**config.mk**
```make
export PLATFORM = sky130hd
export DESIGN_NAME = lc_tx_receiver
export DESIGN_NICKNAME = d
export VERILOG_FILES = /design/src/rtl/lc_tx_pkg.sv /design/src/rtl/lc_tx_filter.sv /design/src/rtl/lc_tx_receiver.sv
export SDC_FILE = /design/constraint.sdc
export NUM_CORES = 1
export LEC_CHECK = 0
export ABC_AREA = 1
export CORE_ASPECT_RATIO = 1.1
export CORE_MARGIN = 3
export CORE_UTILIZATION = 59
export CTS_CLUSTER_SIZE = 40
export DETAILED_ROUTE_END_ITERATION = 8
export DONT_BUFFER_PORTS = 1
export HOLD_SLACK_MARGIN = 0.02
export MAX_ROUTING_LAYER = met4
export PLACE_DENSITY_LB_ADDON = 0.2
export SYNTH_ARGS = -nofsm -noshare
export SYNTH_HDL_FRONTEND = slang
export SYNTH_SLANG_ARGS = --single-unit
```
**constraint.sdc**
```tcl
create_clock -name clk_i -period 1.7 [get_ports clk_i]
set_input_delay 0.17 -clock clk_i [delete_from_list [all_inputs] [get_ports clk_i]]
set_output_delay 0.17 -clock clk_i [all_outputs]
set_load 0.005 [all_outputs]
```
**src/rtl/lc_tx_pkg.sv**
```systemverilog
// Shared types for the life-cycle enable receiver: the multi-bit lc_tx_e encoding,
// its validity check and the alert handshake state encoding.
package lc_tx_pkg;

   typedef enum logic [3:0] {
      On  = 4'hA,
      Off = 4'h5
   } lc_tx_e;

   localparam logic [3:0] LcOn  = 4'hA;
   localparam logic [3:0] LcOff = 4'h5;

   typedef enum logic [1:0] {
      IDLE     = 2'd0,
      REQ      = 2'd1,
      WAIT_LOW = 2'd2
   } lc_rx_alert_state_e;

   function automatic logic lc_tx_valid(input logic [3:0] i_val);
      return (i_val == LcOn) || (i_val == LcOff);
   endfunction

endpackage

```
**src/rtl/lc_tx_filter.sv**
```systemverilog
// Synchronizer chain plus stability filter: a value must be seen unchanged on the
// synchronized side long enough before it becomes the accepted value.
module lc_tx_filter #(
   parameter int         SyncStages   = 2,
   parameter int         FilterCycles = 4,
   parameter logic [3:0] ResetVal     = 4'h5
) (
   input  logic       clk_i,
   input  logic       rst_ni,
   input  logic [3:0] i_d,
   output logic [3:0] o_acc,
   output logic       o_load,
   output logic [3:0] o_load_val
);

   localparam int CntW = $clog2(FilterCycles) + 1;
   localparam logic [CntW-1:0] CntMax = CntW'(FilterCycles - 1);

   logic [3:0]      r_sync [SyncStages];
   logic [3:0]      r_cand;
   logic [CntW-1:0] r_cnt;
   logic [3:0]      r_acc;
   logic [3:0]      w_sync;
   logic            w_stable;
   logic            w_load;

   always_ff @(posedge clk_i) begin
      if (!rst_ni) begin
         for (int i = 0; i < SyncStages; i++) r_sync[i] <= ResetVal;
      end else begin
         r_sync[0] <= i_d;
         for (int i = 1; i < SyncStages; i++) r_sync[i] <= r_sync[i-1];
      end
   end

   assign w_sync   = r_sync[SyncStages-1];
   assign w_stable = (w_sync == r_cand);
   // A load is reported only when the accepted value actually changes.
   assign w_load   = w_stable && (r_cnt == CntMax) && (r_cand != r_acc);

   always_ff @(posedge clk_i) begin
      if (!rst_ni) begin
         r_cand <= ResetVal;
         r_cnt  <= '0;
         r_acc  <= ResetVal;
      end else if (!w_stable) begin
         r_cand <= w_sync;
         r_cnt  <= '0;
      end else begin
         if (r_cnt != CntMax) r_cnt <= r_cnt + 1'b1;
         if (w_load) r_acc <= r_cand;
      end
   end

   assign o_acc      = r_acc;
   assign o_load     = w_load;
   assign o_load_val = r_cand;

endmodule

```
**src/rtl/lc_tx_receiver.sv**
```systemverilog
// Consumer side of an lc_tx_e broadcast: filtered fail-safe decode, sticky error, and
// (when LC_TX_RX_ALERT_EN is defined) a four-phase alert request toward the alert handler.
module lc_tx_receiver
   import lc_tx_pkg::*;
#(
   parameter int SyncStages   = 2,
   parameter int FilterCycles = 4,
   parameter bit ResetValueOn = 1'b0
) (
   input  logic               clk_i,
   input  logic               rst_ni,
   input  logic [3:0]         lc_en_i,
   output logic [3:0]         lc_en_o,
   output logic               en_o,
   output logic               err_o,
   input  logic               err_clr_i,
   output logic               alert_req_o,
   input  logic               alert_ack_i,
   output lc_rx_alert_state_e alert_state_o
);

   logic [3:0] w_acc;
   logic [3:0] w_load_val;
   logic       w_load;
   logic       w_err_set;
   logic       w_err_clr;
   logic       r_err;

   lc_tx_filter #(
      .SyncStages  (SyncStages),
      .FilterCycles(FilterCycles),
      .ResetVal    (ResetValueOn ? LcOn : LcOff)
   ) u_filter (
      .clk_i     (clk_i),
      .rst_ni    (rst_ni),
      .i_d       (lc_en_i),
      .o_acc     (w_acc),
      .o_load    (w_load),
      .o_load_val(w_load_val)
   );

   // Only the exact On code enables; every other code maps to Off.
   assign lc_en_o = (w_acc == LcOn) ? LcOn : LcOff;
   assign en_o    = (w_acc == LcOn);

   assign w_err_set = w_load && !lc_tx_valid(w_load_val);
   assign w_err_clr = err_clr_i && lc_tx_valid(w_acc);

   always_ff @(posedge clk_i) begin
      if (!rst_ni)        r_err <= 1'b0;
      else if (w_err_set) r_err <= 1'b1;
      else if (w_err_clr) r_err <= 1'b0;
   end

   assign err_o = r_err;

`ifdef LC_TX_RX_ALERT_EN
   // Four-phase handshake: req rises and holds until ack is seen high; req then drops
   // and a new request is not raised until ack has returned low.
   lc_rx_alert_state_e r_state;
   lc_rx_alert_state_e w_state_next;
   logic               r_pend;
   logic               w_pend_next;
   logic               r_err_evt;

   always_ff @(posedge clk_i) begin
      if (!rst_ni) begin
         r_state   <= IDLE;
         r_pend    <= 1'b0;
         r_err_evt <= 1'b0;
      end else begin
         r_state   <= w_state_next;
         r_pend    <= w_pend_next;
         r_err_evt <= w_err_set;
      end
   end

   always_comb begin
      w_state_next = r_state;
      w_pend_next  = r_pend;
      case (r_state)
         IDLE: begin
            if (r_err_evt || r_pend) begin
               w_state_next = REQ;
               w_pend_next  = 1'b0;
            end
         end
         REQ: begin
            if (alert_ack_i) w_state_next = WAIT_LOW;
         end
         WAIT_LOW: begin
            if (r_err_evt)    w_pend_next  = 1'b1;
            if (!alert_ack_i) w_state_next = IDLE;
         end
         default: w_state_next = IDLE;
      endcase
   end

   assign alert_req_o   = (r_state == REQ);
   assign alert_state_o = r_state;
`else
   logic w_unused_ack;
   assign w_unused_ack  = alert_ack_i;
   assign alert_req_o   = 1'b0;
   assign alert_state_o = IDLE;
`endif

endmodule
```
Word level (Yosys, flattened, before mapping):

Memories as Yosys holds them, arrays and structs flattened.
Index checks and enable logic that the tools add are counted.

* flip-flop bits (word level): 12
* bits in writable memories: 8
* input bits: 8
* output and inout port bits: 9
* logic and storage cells: 33
* memories: 1

* add/subtract/negate cells: 1
* eq/ne operators: 8
* muxes and demuxes: 7
* bitwise gates (word level): 2
* reduce and logical (&&, ||, !) cells: 10

Memories
* u_filter.r_sync: depth 2, bits a word 4, rd ports 2, clocked after memory_dff 0, wr ports 2, RTL line lc_tx_filter.sv:19 `logic [3:0] r_sync [SyncStages];`

Operators by type and width (number)
* 4-bit two-way mux: 3
* 4-bit by 3-bit == test with 1-bit output, second input constant: 2
* 4-bit == test, second input constant: 2
* 4-bit == test: 1
* 1-bit logical AND: 4
* 1-bit two-way mux: 4
* 4-bit inequality test: 1
* 2-bit AND reduction: 2
* 3-bit by 1-bit adder with 3-bit output, second input constant: 1
* 3-bit by 2-bit == test with 1-bit output, second input constant: 1
* 3-bit by 2-bit inequality test with 1-bit output, second input constant: 1
* 1-bit logical OR: 2
* 1-bit OR: 2
* 2-bit nonzero test: 1
* 1-bit zero test: 1

Logic depth before layout (Yosys ltp):

Gate-level depths: netlist (run 1).
An unclocked memory read counts as a cell.

* depth after elaboration: 6
* depth in mapped cells: 9

Hierarchy:

A second synthesis (run 1) with hierarchy kept.

* cell total of the unflattened synthesis: 137
* area total of the unflattened synthesis: 944.7 um2

Modules (own cells, without submodules)
* lc_tx_filter: instances 1, cells an instance 110, area an instance 788.3 um2, seq. area each 380.4 um2
* lc_tx_receiver: instances 1, cells an instance 27, area an instance 156.4 um2, seq. area each 20.0 um2

Least setup slack after synthesis (run 1):

No wires, ideal clock.

* path type: register to register
* from: reg u_filter.r_cnt[0]
* to: reg u_filter.r_acc[1], in the netlist u_filter.o_acc[1]
* arrival time: 1.256 ns
* slack: 0.380 ns
* stages on the path, launching flop included: 8
* path buffers: 1
* clock period less this slack: 1.320 ns
* cell sequence: dfxtp_1 > ha_1 > ha_1 > buf_1 > nand2_1 > nor2_4 > nor2_1 > nor2_1

* word-level cells in the longest chain between the ends: 4

RTL lines
* start, declared: RTL line lc_tx_filter.sv:21 `logic [CntW-1:0] r_cnt;`
* start signal, assigned: RTL line lc_tx_filter.sv:50 `if (r_cnt != CntMax) r_cnt <= r_cnt + 1'b1;`
* 3-bit by 2-bit == test with 1-bit output: RTL line lc_tx_filter.sv:39 `assign w_load = w_stable && (r_cnt == CntMax) && (r_cand != r_acc);`
* 1-bit logical AND (2 in a row): RTL line lc_tx_filter.sv:39
* 2-bit AND reduction (no source line)
* end signal, assigned: RTL line lc_tx_filter.sv:45 `r_acc <= ResetVal;`
* end signal, assigned: RTL line lc_tx_filter.sv:51 `if (w_load) r_acc <= r_cand;`
* end, declared: RTL line lc_tx_filter.sv:22 `logic [3:0] r_acc;`

No other way between the ends.
A chain may end at the register's enable or synchronous reset.

Worst setup path in the final report (run 1):

Same ends and word-level chain as after synthesis.

==> results by group, run 1 <==
Placed design
  • Hpwl dp: 1030 µm
  • Placer Congestion: ~0.82
  • Setup Slack @ Placement: 0.342 ns
  • Buffers on Ports: 0

Job
  • Max_cap viols: 0

Floorplanning
  • Die area: 2040 µm²
  • Die height: ~47 µm
  • I/O pins: 17
  • Site row count: 14
  • Die X: 43.3 µm
  • Initial Util: about 65%
  • Core box area: approximately 1400 µm²

CTS
  • CTS tree: built
  • Cts repair resizes: 0
  • Post-CTS setup buffer count: 0
  • H-tree depth: 1
  • Worst-path clk slew: 0.10 ns
  • Max clock buf depth: 2
  • Clock Latency Late Sink: around 0.29 ns
  • Clk root buf: clkbuf_4
  • Hold Buf Count CTS: 5
  • Total CTS buffers: 3
  • CTS Sinks: 20

Worst setup path
  • Worst R2R Path Depth: 6
  • Crit. End Element: register
  • Worst path bufs/invs: 0
  • Critical-path top delay cell: dfxtp_1
  • Critical Path AT: 1.60 ns
  • Top cell family by delay on the critical path: adder cells
  • CP Launch Type: register
  • Slowest stage delay, CP: roughly 0.36 ns
  • Crit path max fanout: 9
  • Worst path depth: 6
  • CP Cell Sequence: ha_1 > ha_1 > nand2_1 > nor2_4 > nor2_1 > nor2_1
  • Required @ worst endpoint: 1.94 ns
  • Crit Path Class: reg2reg

Synthesis
  • Synth top area share: 44.3%
  • Yosys Warn Count: 0
  • Synth cell types: 21
  • Number of synthesized register bits: 20
  • Sequential area share after synthesis: 44.3%
  • Syn Area/Cell: approximately 7.4 µm²
  • Mapped Area: ~900 µm²
  • Leading area contributor after synthesis: dfxtp_1
  • Cell count after synthesis: ~120
  • Top cells by area, synth: dfxtp_1 (44%), nand2_1 (15%), inv_1 (7.1%)

Timing
  • FMAX: 734 MHz
  • Hold Fails Final Rpt: 0
  • Fin Hold WS: 0.0374 ns
  • Unrepaired setup endpoints after global routing: false
  • Final Skew: 0.00135 ns
  • Fin crit share: 80.2%
  • Total negative slack: 0 ns
  • Final Max Slew Viols: 0
  • Tmin final: 1.36 ns
  • Final WS setup: between 0.3 and 0.4 ns
  • # setup viols final: 0

Drt
  • Routed WL: 1390 µm
  • WL/cell: around 9.8 µm
  • Routed Antenna Nets: 0
  • Iteration-0 DRC Markers: 8
  • DRC Markers: 0
  • DRT Pass-1 Iters: 4
  • Vias after detailed routing: 689
  • Number of vias per cell: about 4.9

GRT
  • First-pass GRT wire length: about 2400 µm
  • Gr usage total: 17.0%
  • Largest net degree at the start of global routing: 12
  • Grt total ovfl: 0
  • Antenna violations before repair: 0
  • Number of global-route vias before repair: 595

Worst hold path
  • Hold depth: 2
  • Hold WC Path Type: in2reg

Finish
  • Sequential standard cell area: 400 µm²
  • Share of cells above drive strength 1: between 10% and 20%
  • Diode count: 0
  • Multi-input gate area: 388 µm²
  • Final core utilization: a little under 70%
  • Most common cell after layout, fill and taps aside: nand2_1
  • # nets final: 136
  • Synthesis-to-finish area growth: 6.78%
  • Fillers: 121
  • Commonest non-fill, non-tap cells in the layout: nand2_1 (35), dfxtp_1 (20), inv_1 (17)

Power
  • Leak pwr: 0.519 nW
  • Pwr dens: 862 nW/µm²
  • Peak VDD IR: slightly below 0.0007 V

Run status
  • Status: complete, no violations
-- stage by stage --
stage,std cells,cell area [µm²],power (mW)
floorplan,124,912,0.564
global placement,132,880,0.564
detailed placement,132,880,0.568
CTS,141,966,0.845
global route,141,966,0.874
finish,141,966,0.833
-- worst register-to-register path, delay by kind of cell, from the launching register on --
kind | cells | cell delay [ns]
adder cells (fa/ha/maj) | 2 | 0.49
AND/OR/NAND/NOR | 4 | 0.46
flip-flops | 1 | 0.36
-- final cells by class --
| cell class | instances | area share, % |
|---|---|---|
| Clock buffer | 4 | 3.76 |
| Tap cell | 16 | 2.07 |
| Inverter | 19 | 7.38 |
| Timing Repair Buffer | 5 | 5.18 |
| Multi-Input combinational cell | 77 | 40.2 |
| Sequential cell | 20 | 41.5 |
-- per-layer routing --
| metal | GRT usage (%) | part of all wire (%) | vias to the layer above |
|---|---|---|---|
| li1 | - | - | 367 |
| met1 | 16.4 | 44 | 301 |
| met2 | 31.0 | 50 | 17 |
| met3 | 3.83 | 3.9 | 4 |
| met4 | 10.8 | 2.6 | 0 |
| met5 | - | 0 | - |
-- sequential cells by signal, indices dropped and copies added (netlist names) --
name and flops:
u_filter.r_cnt 3, err_o 1, u_filter.o_load_val 4, u_filter.r_sync 8
u_filter.o_acc 4
-- synthesized netlist by cell type --
| master | count |
|---|---|
| inv_2 | 2 |
| buf_1 | 1 |
| xnor2_1 | 3 |
| nand3_1 | 4 |
| inv_1 | 17 |
| nor2_1 | 10 |
| o21ai_0 | 2 |
| xor2_1 | 1 |
| buf_4 | 6 |
| nand2_2 | 1 |
| or2_2 | 6 |
| o22ai_1 | 1 |
| a21oi_1 | 2 |
| mux2i_1 | 1 |
| nand2_1 | 35 |
| clkbuf_1 | 1 |
| nor2_4 | 2 |
| ha_1 | 2 |
| dfxtp_1 | 20 |
| nand4_1 | 4 |
| conb_1 | 1 |
-- path summary, 6_finish.rpt --
check,endpoint,from,slack (ns)
min reg2reg,u_filter.r_sync[0][5],u_filter.r_sync[0][1],0.43
max reg2reg,u_filter.o_acc[1],u_filter.r_cnt[0],0.34
max,u_filter.o_acc[1],u_filter.r_cnt[0],0.34
min,u_filter.r_cnt[2],rst_ni,0.04
-- kinds of logic after synthesis --
logic type | count (synthesis) | share of synthesized area [%]
AO/OA/AOI/OAI | 5 | 2.91
XOR/XNOR | 4 | 3.87
adder cells (fa/ha/maj) | 2 | 2.77
buffers and inverters | 27 | 13.7
flip-flops | 20 | 44.3
multiplexers | 1 | 1.11
other | 1 | 0.415
AND/OR/NAND/NOR | 62 | 31.0
-- power by group --
group | leakage (nW) | switching [mW] | internal [mW]
Combinational | 0.334 | 0.0412 | 0.0326
Sequential | 0.164 | 0.00996 | 0.484
Clock | 0.0210 | 0.134 | 0.131
Note: power is estimated with default switching activity, not from simulation.
==> run 2: changes to the inputs <==
--- a/config.mk
+++ b/config.mk
@@ -8,7 +8,7 @@
 export ABC_AREA = 1
 export CORE_ASPECT_RATIO = 1.1
 export CORE_MARGIN = 3
-export CORE_UTILIZATION = 59
+export CORE_UTILIZATION = 53
 export CTS_CLUSTER_SIZE = 40
 export DETAILED_ROUTE_END_ITERATION = 8
 export DONT_BUFFER_PORTS = 1
==> constraint.sdc (replaced) <==
create_clock -name clk_i -period 1.25 [get_ports clk_i]
set_input_delay 0.125 -clock clk_i [delete_from_list [all_inputs] [get_ports clk_i]]
set_output_delay 0.125 -clock clk_i [all_outputs]
set_load 0.005 [all_outputs]
==> results by group, run 2 (synthesis gave the netlist of run 1 again) <==
Run status
  • Status: complete, no violations

GRT
  • Routing usage on met2: 27.0%
  • GRT met3 Usage: between 4 and 5%
  • Met1 usage: between 10% and 20%
  • Largest net degree at the start of global routing: 12
  • First-pass GRT wire length: 2700 µm
  • Grt total ovfl: 0
  • Busiest grt layer: met2
  • Antenna violations before repair: 0
  • Gr usage total: 17.0%
  • Number of global-route vias before repair: 692

Drt
  • Routed WL: 1710 µm
  • DRC Markers: 0
  • Routed Antenna Nets: 0
  • WL/cell: 11.5 µm
  • Number of vias per cell: roughly 4.9
  • Iteration-0 DRC Markers: 10
  • Vias after detailed routing: 723
  • DRT Pass-1 Iters: 4

Worst setup path
  • Crit Path Class: reg2reg
  • Crit path max fanout: 7
  • Critical Path AT: 1.44 ns
  • Worst R2R Setup Slack: 0.07 ns
  • CP Launch Type: register
  • Crit. End Element: register
  • Required @ worst endpoint: 1.50 ns

Power
  • Switching Share: 24.0%
  • Sw power: 0.281 mW
  • Gate power share: 11.1%
  • Share of total power in the clock network: 31.9%
  • Pwr dens: 1050 nW/µm²
  • Leak pwr: 0.563 nW
  • Flop pwr share: between 50% and 60%
  • Pint: 0.891 mW
  • Peak VDD IR: 0.000855 V

Timing
  • # setup viols final: 0
  • Final Skew: around 0.0044 ns
  • Final Max Slew Viols: 0
  • Tmin final: ~1.2 ns
  • Unrepaired setup endpoints after global routing: true
  • FMAX: 844 MHz
  • Fin crit share: 94.8%
  • Total negative slack: 0 ns
  • Hold Fails Final Rpt: 0

Finish
  • Max reg flops: 8
  • Most common cell after layout, fill and taps aside: nand2_1
  • # nets final: 143
  • Synthesis-to-finish area growth: 23.2%
  • Biggest register: u_filter.r_sync
  • Finished Cell Area: around 1100 µm²
  • Share of cells above drive strength 1: 34.1%
  • Commonest non-fill, non-tap cells in the layout: nand2_1 (31), inv_1 (15), dfxtp_1 (10)
  • Cell Count, Final, Fillers Out: ~150
  • Diode count: 0

Job
  • Max_cap viols: 0

Placed design
  • Hpwl dp: 1100 µm
  • Buffers on Ports: 0
  • Placer Congestion: 0.796
  • Placed inst area: 918 µm²
  • Placed Cells: between 100 and 150

CTS
  • CTS Sinks: 20
  • CTS tree: built
  • Clock Latency Late Sink: 0.31 ns
  • Max clock buf depth: 2
  • Worst-path clk slew: 0.11 ns
  • Total CTS buffers: 3
  • H-tree depth: 1
  • Clk root buf: clkbuf_4

Floorplanning
  • Die X: about 45 µm
  • I/O pins: 17
  • Die height: 49.3 µm
  • Initial Util: 56.7%
  • Site row count: 15
  • Core box area: 1600 µm²
  • Die area: 2240 µm²

Worst hold path
  • Hold WC Path Type: in2reg
==> run 2: changes by cell type in the layout (fill, tap and decap cells not counted), sizes merged <==
| cell | delta |
|---|---|
| buf | +6 |
| dlygate4sd3 | +1 |
==> run 2: per-stage QoR <==
stage / hold WS [ns] / util, % / power [mW] / setup slack [ns]
6_report: 0.0358 / 69.9 / 1.17 / 0.0654
5_1_grt: 0.0655 / 69.9 / 1.23 / -0.0505
4_1_cts: 0.0341 / 63.9 / 1.17 / 0.00731
3_5_place_dp: 0.215 / 57.6 / 0.781 / -0.0378
3_3_place_gp: 0.213 / 57.6 / 0.774 / 0.0243
2_1_floorplan: 0.223 / - / 0.768 / 0.0529
==> run 2: layer usage <==
| metal | part of all wire [%] | routed length [µm] |
|---|---|---|
| met1 | 41 | 707 |
| met2 | 53 | 909 |
| met3 | 3.6 | 62 |
| met4 | 1.9 | 33 |
| met5 | 0 | 0 |
==> run 2: layout make-up <==
cell class	instances	area, µm²
timing repair buffer	12	109
tap	17	21.3
sequential	20	425
multi-input combinational	77	447
clock buffer	4	36.3
fill	129	480
inverter	19	76.3
==> run 2: final timing paths <==
kind,depth (start not counted),startpoint,to
max reg2reg,5,u_filter.r_cnt[1],err_o
min reg2reg,2,u_filter.r_sync[0][1],u_filter.r_sync[0][5]
max,5,u_filter.r_cnt[1],err_o
min,2,rst_ni,err_o
==> run 2: what timing repair did <==
item,CTS,global route
pin swaps,0,11
hold buffers,6,0
setup endpoints to repair,8,8
gates resized for setup,4,29
setup buffers,0,1
endpoints found under the hold margin,16,0
==> run 2: power by group through the flow <==
stage	clock network, mW	registers [mW]	logic, mW
floorplan	0	0.684	0.0839
global route	0.409	0.669	0.147
global placement	0	0.684	0.0901
detailed placement	0	0.686	0.0950
CTS	0.386	0.671	0.115
finish	0.374	0.667	0.130
==> run 2: worst max-delay path: stages, from the launching register on <==
cell     delay, ns
dfxtp_1       0.37
ha_2          0.20
ha_4          0.18
buf_4         0.13
nand4_1       0.12
a21oi_2       0.13
